### config.mk
export PLATFORM = sky130hd
export DESIGN_NAME = alarm_responder_flat
export DESIGN_NICKNAME = d
export VERILOG_FILES = /design/src/rtl/alarm_pkg.sv /design/src/rtl/alarm_responder_if.sv /design/src/rtl/btn_edge_detect.sv /design/src/rtl/alarm_responder.sv /design/src/flat_wrapper.sv
export SDC_FILE = /design/constraint.sdc
export NUM_CORES = 1
export LEC_CHECK = 0
export CAP_MARGIN = 15
export CORE_MARGIN = 2
export CORE_UTILIZATION = 35
export CTS_BUF_LIST = sky130_fd_sc_hd__clkbuf_16
export DETAILED_ROUTE_END_ITERATION = 8
export GPL_TIMING_DRIVEN = 1
export SLEW_MARGIN = 20
export SYNTH_ARGS = -nofsm -noshare
export SYNTH_HDL_FRONTEND = slang
export SYNTH_SLANG_ARGS = --single-unit
### constraint.sdc
create_clock -name clock -period 4.78 [get_ports clock]
set_input_delay 0.956 -clock clock [delete_from_list [all_inputs] [get_ports clock]]
set_output_delay 0.956 -clock clock [all_outputs]
set_load 0.02 [all_outputs]
### src/rtl/alarm_pkg.sv
// rtl/alarm_pkg.sv - shared alarm clock and responder types and helpers
package alarm_pkg;

  // Responder FSM: user-facing side of an alarm event.
  typedef enum logic [1:0] {
    IDLE    = 2'd0,
    RINGING = 2'd1,
    SNOOZE  = 2'd2,
    HOLDOFF = 2'd3
  } resp_state_t;

  // Alarm clock core modes, shared by the core and its neighbours.
  typedef enum logic [1:0] {
    CLK_RUN        = 2'd0,
    CLK_SET_TIME   = 2'd1,
    CLK_SET_ALARM  = 2'd2,
    CLK_ALARM_EDIT = 2'd3
  } clk_mode_t;

  localparam int unsigned DEF_SNOOZE_SECONDS = 300;
  localparam int unsigned DEF_MAX_SNOOZES    = 3;
  localparam int unsigned DEF_RING_TIMEOUT   = 60;

  // Width of an unsigned counter that must hold 0..max_val inclusive.
  function automatic int unsigned cnt_w(input int unsigned max_val);
    return (max_val < 1) ? 1 : $clog2(max_val + 1);
  endfunction

endpackage

### src/rtl/alarm_responder_if.sv
// rtl/alarm_responder_if.sv - front-panel and core signals of the alarm responder
interface alarm_responder_if #(
  parameter int unsigned MAX_SNOOZES = 3
);
  import alarm_pkg::*;

  localparam int unsigned SC_W = cnt_w(MAX_SNOOZES);

  logic            tick_1hz;
  logic            alarm_ringing;
  logic            snooze_btn;
  logic            dismiss_btn;
  logic            buzzer;
  logic            snoozing;
  logic            alarm_ack;
  logic            timed_out;
  logic [SC_W-1:0] snooze_count;

  // Drives the responder: timebase, alarm core and buttons.
  modport master (
    output tick_1hz, alarm_ringing, snooze_btn, dismiss_btn,
    input  buzzer, snoozing, alarm_ack, timed_out, snooze_count
  );

  // The responder itself.
  modport slave (
    input  tick_1hz, alarm_ringing, snooze_btn, dismiss_btn,
    output buzzer, snoozing, alarm_ack, timed_out, snooze_count
  );

endinterface

### src/rtl/btn_edge_detect.sv
// rtl/btn_edge_detect.sv - rising-edge detector for a synchronised button level
module btn_edge_detect (
  input  logic clock,
  input  logic reset,
  input  logic level,
  output logic rise
);

  logic level_q;

  // One-cycle history of the button level.
  always_ff @(posedge clock or posedge reset) begin
    if (reset) level_q <= 1'b0;
    else       level_q <= level;
  end

  // A held button produces exactly one rise.
  assign rise = level & ~level_q;

endmodule

### src/rtl/alarm_responder.sv
// rtl/alarm_responder.sv - buzzer, snooze and dismiss handling for a ringing alarm
module alarm_responder
  import alarm_pkg::*;
#(
  parameter int unsigned SNOOZE_SECONDS = DEF_SNOOZE_SECONDS,
  parameter int unsigned MAX_SNOOZES    = DEF_MAX_SNOOZES,
  parameter int unsigned RING_TIMEOUT   = DEF_RING_TIMEOUT
) (
  input  logic               clock,
  input  logic               reset,
  alarm_responder_if.slave   resp_if
);

  localparam int unsigned RING_W = cnt_w(RING_TIMEOUT);
  localparam int unsigned SNZ_W  = cnt_w(SNOOZE_SECONDS);
  localparam int unsigned SC_W   = cnt_w(MAX_SNOOZES);

  localparam logic [RING_W-1:0] RING_LIMIT = RING_W'(RING_TIMEOUT);
  localparam logic [SNZ_W-1:0]  SNZ_LOAD   = SNZ_W'(SNOOZE_SECONDS);
  localparam logic [SC_W-1:0]   SNZ_MAX    = SC_W'(MAX_SNOOZES);

  resp_state_t       state_q, state_d;
  logic [RING_W-1:0] ring_cnt_q, ring_cnt_d, ring_inc;
  logic [SNZ_W-1:0]  snz_cnt_q, snz_cnt_d;
  logic [SC_W-1:0]   snooze_count_q, snooze_count_d;
  logic              buzzer_q, buzzer_d;
  logic              snoozing_q, snoozing_d;
  logic              alarm_ack_q, alarm_ack_d;
  logic              timed_out_q, timed_out_d;
  logic              snooze_rise, dismiss_rise;

  btn_edge_detect u_snooze_edge (
    .clock (clock),
    .reset (reset),
    .level (resp_if.snooze_btn),
    .rise  (snooze_rise)
  );

  btn_edge_detect u_dismiss_edge (
    .clock (clock),
    .reset (reset),
    .level (resp_if.dismiss_btn),
    .rise  (dismiss_rise)
  );

  assign ring_inc = ring_cnt_q + RING_W'(1);

  // Next-state decode; button edges win over a same-cycle tick.
  always_comb begin
    state_d        = state_q;
    ring_cnt_d     = ring_cnt_q;
    snz_cnt_d      = snz_cnt_q;
    snooze_count_d = snooze_count_q;
    buzzer_d       = buzzer_q;
    alarm_ack_d    = 1'b0;
    timed_out_d    = 1'b0;
    snoozing_d     = 1'b0;
    case (state_q)
      IDLE: begin
        buzzer_d       = 1'b0;
        snooze_count_d = '0;
        if (resp_if.alarm_ringing) begin
          state_d    = RINGING;
          ring_cnt_d = '0;
          buzzer_d   = 1'b1;
        end
      end
      RINGING: begin
        if (dismiss_rise) begin
          state_d     = HOLDOFF;
          alarm_ack_d = 1'b1;
          buzzer_d    = 1'b0;
        end else if (snooze_rise && (snooze_count_q < SNZ_MAX)) begin
          state_d        = SNOOZE;
          snooze_count_d = snooze_count_q + SC_W'(1);
          snz_cnt_d      = SNZ_LOAD;
          buzzer_d       = 1'b0;
        end else if (!resp_if.alarm_ringing) begin
          state_d        = IDLE;
          buzzer_d       = 1'b0;
          snooze_count_d = '0;
        end else if (resp_if.tick_1hz) begin
          ring_cnt_d = ring_inc;
          if (ring_inc == RING_LIMIT) begin
            state_d     = HOLDOFF;
            timed_out_d = 1'b1;
            buzzer_d    = 1'b0;
          end else begin
            buzzer_d = ~buzzer_q;
          end
        end
      end
      SNOOZE: begin
        buzzer_d = 1'b0;
        if (dismiss_rise) begin
          state_d     = HOLDOFF;
          alarm_ack_d = 1'b1;
        end else if (resp_if.tick_1hz) begin
          // Re-ring when the snooze period expires, whatever the core says.
          if (snz_cnt_q == SNZ_W'(1)) begin
            state_d    = RINGING;
            ring_cnt_d = '0;
            buzzer_d   = 1'b1;
          end else begin
            snz_cnt_d = snz_cnt_q - SNZ_W'(1);
          end
        end
      end
      HOLDOFF: begin
        buzzer_d = 1'b0;
        if (!resp_if.alarm_ringing) begin
          state_d        = IDLE;
          snooze_count_d = '0;
        end
      end
      default: begin
        state_d  = IDLE;
        buzzer_d = 1'b0;
      end
    endcase
    snoozing_d = (state_d == SNOOZE);
  end

  // State, counters and registered outputs.
  always_ff @(posedge clock or posedge reset) begin
    if (reset) begin
      state_q        <= IDLE;
      ring_cnt_q     <= '0;
      snz_cnt_q      <= '0;
      snooze_count_q <= '0;
      buzzer_q       <= 1'b0;
      snoozing_q     <= 1'b0;
      alarm_ack_q    <= 1'b0;
      timed_out_q    <= 1'b0;
    end else begin
      state_q        <= state_d;
      ring_cnt_q     <= ring_cnt_d;
      snz_cnt_q      <= snz_cnt_d;
      snooze_count_q <= snooze_count_d;
      buzzer_q       <= buzzer_d;
      snoozing_q     <= snoozing_d;
      alarm_ack_q    <= alarm_ack_d;
      timed_out_q    <= timed_out_d;
    end
  end

  assign resp_if.buzzer       = buzzer_q;
  assign resp_if.snoozing     = snoozing_q;
  assign resp_if.alarm_ack    = alarm_ack_q;
  assign resp_if.timed_out    = timed_out_q;
  assign resp_if.snooze_count = snooze_count_q;

endmodule

### src/flat_wrapper.sv
// flat-port wrapper written by rule: the top's interface ports become plain ports
module alarm_responder_flat import alarm_pkg::*;
#(
  parameter int unsigned SNOOZE_SECONDS = DEF_SNOOZE_SECONDS,
  parameter int unsigned MAX_SNOOZES    = DEF_MAX_SNOOZES,
  parameter int unsigned RING_TIMEOUT   = DEF_RING_TIMEOUT
)
  (clock, reset, resp_if_tick_1hz, resp_if_alarm_ringing, resp_if_snooze_btn, resp_if_dismiss_btn, resp_if_buzzer, resp_if_snoozing, resp_if_alarm_ack, resp_if_timed_out, resp_if_snooze_count);
  alarm_responder_if #(.MAX_SNOOZES(MAX_SNOOZES)) resp_if_i ();
  input  logic clock;
  input  logic reset;
  input wire logic [$bits(resp_if_i.tick_1hz)-1:0] resp_if_tick_1hz;
  input wire logic [$bits(resp_if_i.alarm_ringing)-1:0] resp_if_alarm_ringing;
  input wire logic [$bits(resp_if_i.snooze_btn)-1:0] resp_if_snooze_btn;
  input wire logic [$bits(resp_if_i.dismiss_btn)-1:0] resp_if_dismiss_btn;
  output wire logic [$bits(resp_if_i.buzzer)-1:0] resp_if_buzzer;
  output wire logic [$bits(resp_if_i.snoozing)-1:0] resp_if_snoozing;
  output wire logic [$bits(resp_if_i.alarm_ack)-1:0] resp_if_alarm_ack;
  output wire logic [$bits(resp_if_i.timed_out)-1:0] resp_if_timed_out;
  output wire logic [$bits(resp_if_i.snooze_count)-1:0] resp_if_snooze_count;
  assign resp_if_i.tick_1hz = resp_if_tick_1hz;
  assign resp_if_i.alarm_ringing = resp_if_alarm_ringing;
  assign resp_if_i.snooze_btn = resp_if_snooze_btn;
  assign resp_if_i.dismiss_btn = resp_if_dismiss_btn;
  assign resp_if_buzzer = resp_if_i.buzzer;
  assign resp_if_snoozing = resp_if_i.snoozing;
  assign resp_if_alarm_ack = resp_if_i.alarm_ack;
  assign resp_if_timed_out = resp_if_i.timed_out;
  assign resp_if_snooze_count = resp_if_i.snooze_count;
  alarm_responder #(.SNOOZE_SECONDS(SNOOZE_SECONDS), .MAX_SNOOZES(MAX_SNOOZES), .RING_TIMEOUT(RING_TIMEOUT)) u_core (.clock(clock), .reset(reset), .resp_if(resp_if_i));
endmodule
==> metrics.md, run 1 <==
| Metric | Value |
|---|---|
| Outcome | `complete, no violations` |
| Unrepaired setup endpoints after global routing | `no` |
| Post-cts sizing count | `0` |
| Setup CP Type | `in -> reg` |
| Synth area leaders | `dfrtp_1, ha_1, nand2_1` |
| Port Buf Inserts | `11` |
| Routability cong. | `0.889` |
| Crit path cell chain | `clkdlybuf4s50_1 -> nor3b_2 -> o221ai_1 -> clkbuf_4 -> a2111oi_2 -> xnor2_1 -> nor2_1` |
| Seq/Total Area, Yosys | `0.391` |
| Final #Nets | `195` |
| Relative slew margins | `0.374` |
| Post-DP HPWL | `2410 um` |
| Die H | `71.6 um` |
| Synth Cell Area | `0.00160 mm2` |
| Layout cells sized above 1 | `0.0787` |
| Cts hold-fix bufs | `0` |
| Buf/Inv on CP | `2` |
| Root Driver | `clkbuf_16` |
| Clk slew on worst S/H paths | `60 ps` |
| Critical Path End Type | `flop` |
| Synth-to-layout area growth | `14.3%` |
| Critical Path Source Type | `input pin` |
| Synth area leader | `dfrtp_1` |
| Core Footprint | `0.00438 mm2` |
| Post-synth EDFFs | `0` |
| Congestion Overflow GR | `0` |
| Synth Net Count | `186` |
| CP arrival | `2880 ps` |
| Syn Area/Cell | `9.41 um2` |
| Fmax | `365 MHz` |
| CTS Buf Count | `3` |
| First-pass GRT wire length | `5800 um` |
| Die Footprint | `0.00513 mm2` |
| Slowest stage cell, crit path | `clkdlybuf4s50_1` |
| # setup viols final | `0` |
| Pre-CTS setup slack | `1610 ps` |
| Vias per Instance | `5.65` |
| Num ports | `12` |
| Maxcap violations | `0` |
| Fin worst setup slack | `2040 ps` |
| Tot GR Track Use | `0.141` |
| Setup Skew | `6.03 ps` |
| Filler cell count | `427` |
| Die Wd | `71.6 um` |
| Period minus WS final | `2740 ps` |
| Yosys Warn Count | `0` |
| Final antenna-violating net count | `0` |
| Least-Margin Pin Slew | `934 ps` |
| Worst Path Max Fanout | `8` |
| H-tree Lvls | `1` |
| DRT Pass-1 Iters | `4` |
| Final WL | `3290 um` |
| DR WL/cell | `14.3 um` |
| Slowest cell delay on critical path | `480 ps` |
| Initial Util | `0.365` |
| Data required, critical path | `4920 ps` |
| Hold Fails Final Rpt | `0` |
| CTS Sinks | `25` |
| Setup tns final | `0 ps` |
| Via count | `1300` |
| Rows | `24` |
| Asr flop ratio synth | `1.00` |
| Worst hold path class | `reg -> reg` |
| Max rail drop VDD | `0.000175 V` |
| TritonCTS clock tree | `built` |
| Cells after Synth | `170` |
| Post-CTS setup buffer count | `0` |
| # DRC | `0` |
| Initial antenna violation count | `0` |
| Number of global-route vias before repair | `1276` |
| Largest net degree at the start of global routing | `26` |
| Leakage | `0.000757 uW` |
| Period utilization | `0.573` |
| Clock Tree Buf Depth | `2` |
| Top FF cell, synth | `dfrtp_1` |
| Pins Over Slew Limit | `0` |
| Crit-path leading delay family | `buffers and inverters` |
| Clock Latency Late Sink | `260 ps` |
| DR iter-0 viols | `107` |
| Area share of the largest cell type after synthesis | `0.391` |
| # diodes | `0` |
| Power Density | `540 mW/mm2` |
| Number of library cell types mapped by synthesis | `51` |
| Synthesized flop and latch total | `25` |
[cell families (layout without fill, tap and decap cells)]
group,after synthesis,count (layout),synth area share
mux,4,4,0.0258
compound gates,41,41,0.213
buf+inv,19,27,0.0462
flops,25,25,0.391
simple gates,65,65,0.213
fa+ha+maj,10,10,0.0782
xor+xnor,6,6,0.0329
[stage by stage]
step / hold WS [ps] / util / std cells / area [um2] / total power, uW
4_1_cts: 544 / 0.415 / 229 / 1820 / 980
5_1_grt: 583 / 0.417 / 230 / 1830 / 1060
3_5_place_dp: 528 / 0.397 / 225 / 1740 / 791
6_report: 543 / 0.417 / 230 / 1830 / 988
2_1_floorplan: 489 / - / 170 / 1600 / 674
3_3_place_gp: 522 / 0.397 / 225 / 1740 / 776
[layout by cell type, fill, tap and decap left out, types with 2 or more instances in the layout]
cell type	n
clkbuf_16	3
nor2b_1	2
clkdlybuf4s50_1	11
nor3_1	7
a2111oi_2	3
mux2i_1	3
a31oi_1	3
nand2b_1	3
a21oi_1	3
a2111oi_0	2
nand4_1	3
nor3b_1	2
a31o_2	2
nand2_1	16
a211oi_1	3
xnor2_1	6
a211o_1	2
dfrtp_1	25
nand3_1	7
or3_1	2
nor2_1	13
ha_1	10
inv_1	11
o21ai_0	7
[synth_stat cells, types with 2 or more instances]
cell / number
nor3b_1: 2
xnor2_1: 6
nor2b_1: 2
o21ai_0: 7
clkbuf_1: 6
a211o_1: 2
or3_1: 2
nor3_1: 7
a21oi_1: 3
a31o_2: 2
inv_1: 11
ha_1: 10
a2111oi_0: 2
dfrtp_1: 25
a211oi_1: 3
buf_2: 2
mux2i_1: 3
nor2_1: 13
a2111oi_2: 3
nand2_1: 16
nand3_1: 7
nand2b_1: 3
nand4_1: 3
a31oi_1: 3
[routing by layer]
metal	GRT usage	up-vias	share of wire
met2	0.236	38	0.47
met5	0	-	0
met3	0.0169	4	0.047
met1	0.184	619	0.46
met4	0.0608	0	0.017
li1	-	639	-
[worst paths after layout]
check / startpoint / to / slack, ps / cells after the start
worst min-delay path: u_core.snz_cnt_q[8] / u_core.snz_cnt_q[8] / 540 / 2
worst max-delay path: resp_if_snooze_btn / u_core.snz_cnt_q[6] / 2040 / 7
min in group asynchronous: reset / u_core.ring_cnt_q[3] / 1090 / 2
worst max register to register: u_core.state_q[1] / u_core.snz_cnt_q[5] / 2280 / 8
max in group asynchronous: reset / u_core.snz_cnt_q[4] / 3250 / 2
worst min register to register: u_core.snz_cnt_q[8] / u_core.snz_cnt_q[8] / 540 / 2
[layout make-up]
type / instances / area [um2] / share of cell area
clock buffers: 3 / 75.1 / 0.0411
clock inverters: 1 / 3.75 / 0.00205
inverters: 11 / 41.3 / 0.0226
multi-input cells: 126 / 900 / 0.492
flip-flops and latches: 25 / 626 / 0.342
well taps: 52 / 65.1 / 0.0356
repair buffers: 12 / 118 / 0.0643
[flip-flops by register name, summed over array words and instances, names as in the netlist]
name                           flops
u_core.resp_if.snoozing            1
u_core.snz_cnt_q                   9
u_core.resp_if.timed_out           1
u_core.ring_cnt_q                  6
u_core.resp_if.snooze_count        2
u_core.state_q                     2
u_core.resp_if.alarm_ack           1
u_core.resp_if.buzzer              1
u_core.u_dismiss_edge.level_q      1
u_core.u_snooze_edge.level_q       1
[worst reg2reg max path, delay by kind of cell, from the launching register on]
kind / cells / cell delay (ps)
buf+inv: 3 / 690
fa+ha+maj: 1 / 480
compound gates: 2 / 480
flops: 1 / 460
xor+xnor: 1 / 210
simple gates: 1 / 80
[where the power goes]
| group | total [uW] | leakage (uW) | internal [uW] | switching [uW] |
|---|---|---|---|---|
| logic | 493 | 0.000398 | 197 | 296 |
| registers | 309 | 0.000317 | 258 | 50.8 |
| clock network | 185 | 0.0000423 | 112 | 73.2 |
| total | 988 | 0.000757 | 568 | 420 |
Power figures use the tool's default switching activity.
==> run 2, diff against run 1 <==
Clock period 4.78 ns to 2.6 ns, I/O delays scaled along.
==> run 2 against run 1 <==
Net effect:
- setup slack got worse by 1600 ps
- non-clock buffer count rose by 6
- global-route usage is 0.37 points higher
- routed wire length is 3.6% higher
- worst hold slack better by 12 ps
- cell area up 2.5%
- critical path type is now reg -> reg
- largest cell class unchanged
==> metrics.md, run 2 (synthesized netlist as in run 1, its figures left out) <==
| Metric | Value |
|---|---|
| Outcome | `complete, no violations` |
| Multi-input gate area | `900 um2` |
| CTS Sinks | `25` |
| Cts hold-fix bufs | `0` |
| Pins Over Slew Limit | `0` |
| Filler cell count | `419` |
| Post-CTS setup buffer count | `0` |
| Setup Skew | `2.93 ps` |
| Layout cells sized above 1 | `0.109` |
| Leakage | `0.000791 uW` |
| Critical Path End Type | `flop` |
| Unrepaired setup endpoints after global routing | `no` |
| H-tree Lvls | `1` |
| Commonest cells after routing, fill and taps aside | `dfrtp_1, nand2_1, nor2_1, inv_1, clkdlybuf4s50_1` |
| First-pass GRT wire length | `5890 um` |
| Setup CP Type | `reg -> reg` |
| DR WL/cell | `14.5 um` |
| Final antenna-violating net count | `0` |
| Final #Nets | `201` |
| DR iter-0 viols | `122` |
| Via count | `1337` |
| Initial Util | `0.365` |
| Period utilization | `0.827` |
| Largest net degree at the start of global routing | `26` |
| Least-Margin Pin Slew | `437 ps` |
| Die Footprint | `0.00513 mm2` |
| Biggest register | `u_core.snz_cnt_q` |
| Power Density | `997 mW/mm2` |
| Max reg flops | `9` |
| Initial antenna violation count | `0` |
| Tot GR Track Use | `0.145` |
| Critical Path Source Type | `flop` |
| Worst hold path class | `reg -> reg` |
| Routability cong. | `0.885` |
| Max rail drop VDD | `0.000314 V` |
| # DRC | `0` |
| Register Area | `626 um2` |
| Buf/Inv on CP | `3` |
| Fmax | `465 MHz` |
| Largest regs | `u_core.snz_cnt_q (9), u_core.ring_cnt_q (6)` |
| Core Footprint | `0.00438 mm2` |
| Rows | `24` |
| Number of global-route vias before repair | `1274` |
| Crit path cell chain | `inv_1 -> ha_1 -> inv_1 -> o221ai_1 -> buf_4 -> a2111oi_2 -> xnor2_1 -> nor2_1` |
| Slowest cell delay on critical path | `470 ps` |
| Hold Fails Final Rpt | `0` |
| Maxcap violations | `0` |
| Crit-path leading delay family | `buffers and inverters` |
| # setup viols final | `0` |
| Final instance area | `0.00187 mm2` |
| Clock Latency Late Sink | `260 ps` |
| DP Area | `0.00179 mm2` |
| Setup tns final | `0 ps` |
| Clk slew on worst S/H paths | `60 ps` |
| Die Wd | `71.6 um` |
| Post-cts sizing count | `0` |
| Congestion Overflow GR | `0` |
| Final WL | `3410 um` |
| Vias per Instance | `5.67` |
| Pre-CTS setup slack | `270 ps` |
| CTS Buf Count | `3` |
| Die H | `71.6 um` |
| Post-DP HPWL | `2490 um` |
| CP dominant cell by count | `inv_1` |
| Synth-to-layout area growth | `17.1%` |
| Fin worst setup slack | `450 ps` |
| Leading cell type in the layout, fill and taps excluded | `dfrtp_1` |
| Num ports | `12` |
| TritonCTS clock tree | `built` |
| Period minus WS final | `2150 ps` |
| Relative slew margins | `0.701` |
| Port Buf Inserts | `11` |
| Root Driver | `clkbuf_16` |
| Clock Tree Buf Depth | `2` |
| DRT Pass-1 Iters | `4` |
| Data required, critical path | `2750 ps` |
| Worst Path Max Fanout | `11` |
| Slowest stage cell, crit path | `dfrtp_1` |
| CP arrival | `2300 ps` |
| # diodes | `0` |
| Power, Total | `1870 uW` |
[run 2: cell types whose count changed in the layout (fill, tap and decap cells not counted)]
cell / previous run / this run
clkinv_1: 1 / 0
inv_1: 11 / 12
buf_4: 0 / 7
clkbuf_4: 1 / 0
[run 2: cell type report]
cell class | count | share of cell area
Multi-Input combinational cell | 126 | 0.480
Sequential cell | 25 | 0.334
Timing Repair Buffer | 18 | 0.0868
Clock buffer | 3 | 0.0401
Tap cell | 52 | 0.0347
Inverter | 11 | 0.0220
Clock inverter | 1 | 0.00200
[run 2: metrics by stage]
| step | hold WS [ps] | utilization | std cells |
|---|---|---|---|
| after floorplan | 489 | - | 170 |
| after global placement | 523 | 0.409 | 232 |
| after detailed placement | 541 | 0.409 | 232 |
| after CTS | 556 | 0.427 | 236 |
| after global routing | 590 | 0.427 | 236 |
| final | 555 | 0.427 | 236 |
[run 2: final timing paths]
kind,startpoint,end,slack (ps),cells after the start
min in group asynchronous,reset,u_core.ring_cnt_q[5],610,3
hold reg to reg,u_core.snz_cnt_q[8],u_core.snz_cnt_q[8],550,2
setup reg to reg,u_core.state_q[1],u_core.snz_cnt_q[6],450,8
hold / removal,u_core.snz_cnt_q[8],u_core.snz_cnt_q[8],550,2
max in group asynchronous,reset,u_core.state_q[1],1740,3
setup / recovery,u_core.state_q[1],u_core.snz_cnt_q[6],450,8
[run 2: worst min-delay path, cell delays in order, from the launching register on]
cell and delay (ps):
dfrtp_1 370, xnor2_1 90, nand2_1 70
[run 2: routing by layer]
layer	global-route usage	up-vias	part of all wire
met5	0	-	0
met4	0.0629	0	0.018
met3	0.0183	7	0.046
met2	0.238	40	0.48
met1	0.191	641	0.45
li1	-	649	-
[run 2: report_power, final]
group / internal [uW] / switching, uW / total (uW)
combinational: 398 / 557 / 954
sequential: 475 / 92.6 / 568
clock: 206 / 139 / 345
total: 1080 / 788 / 1870
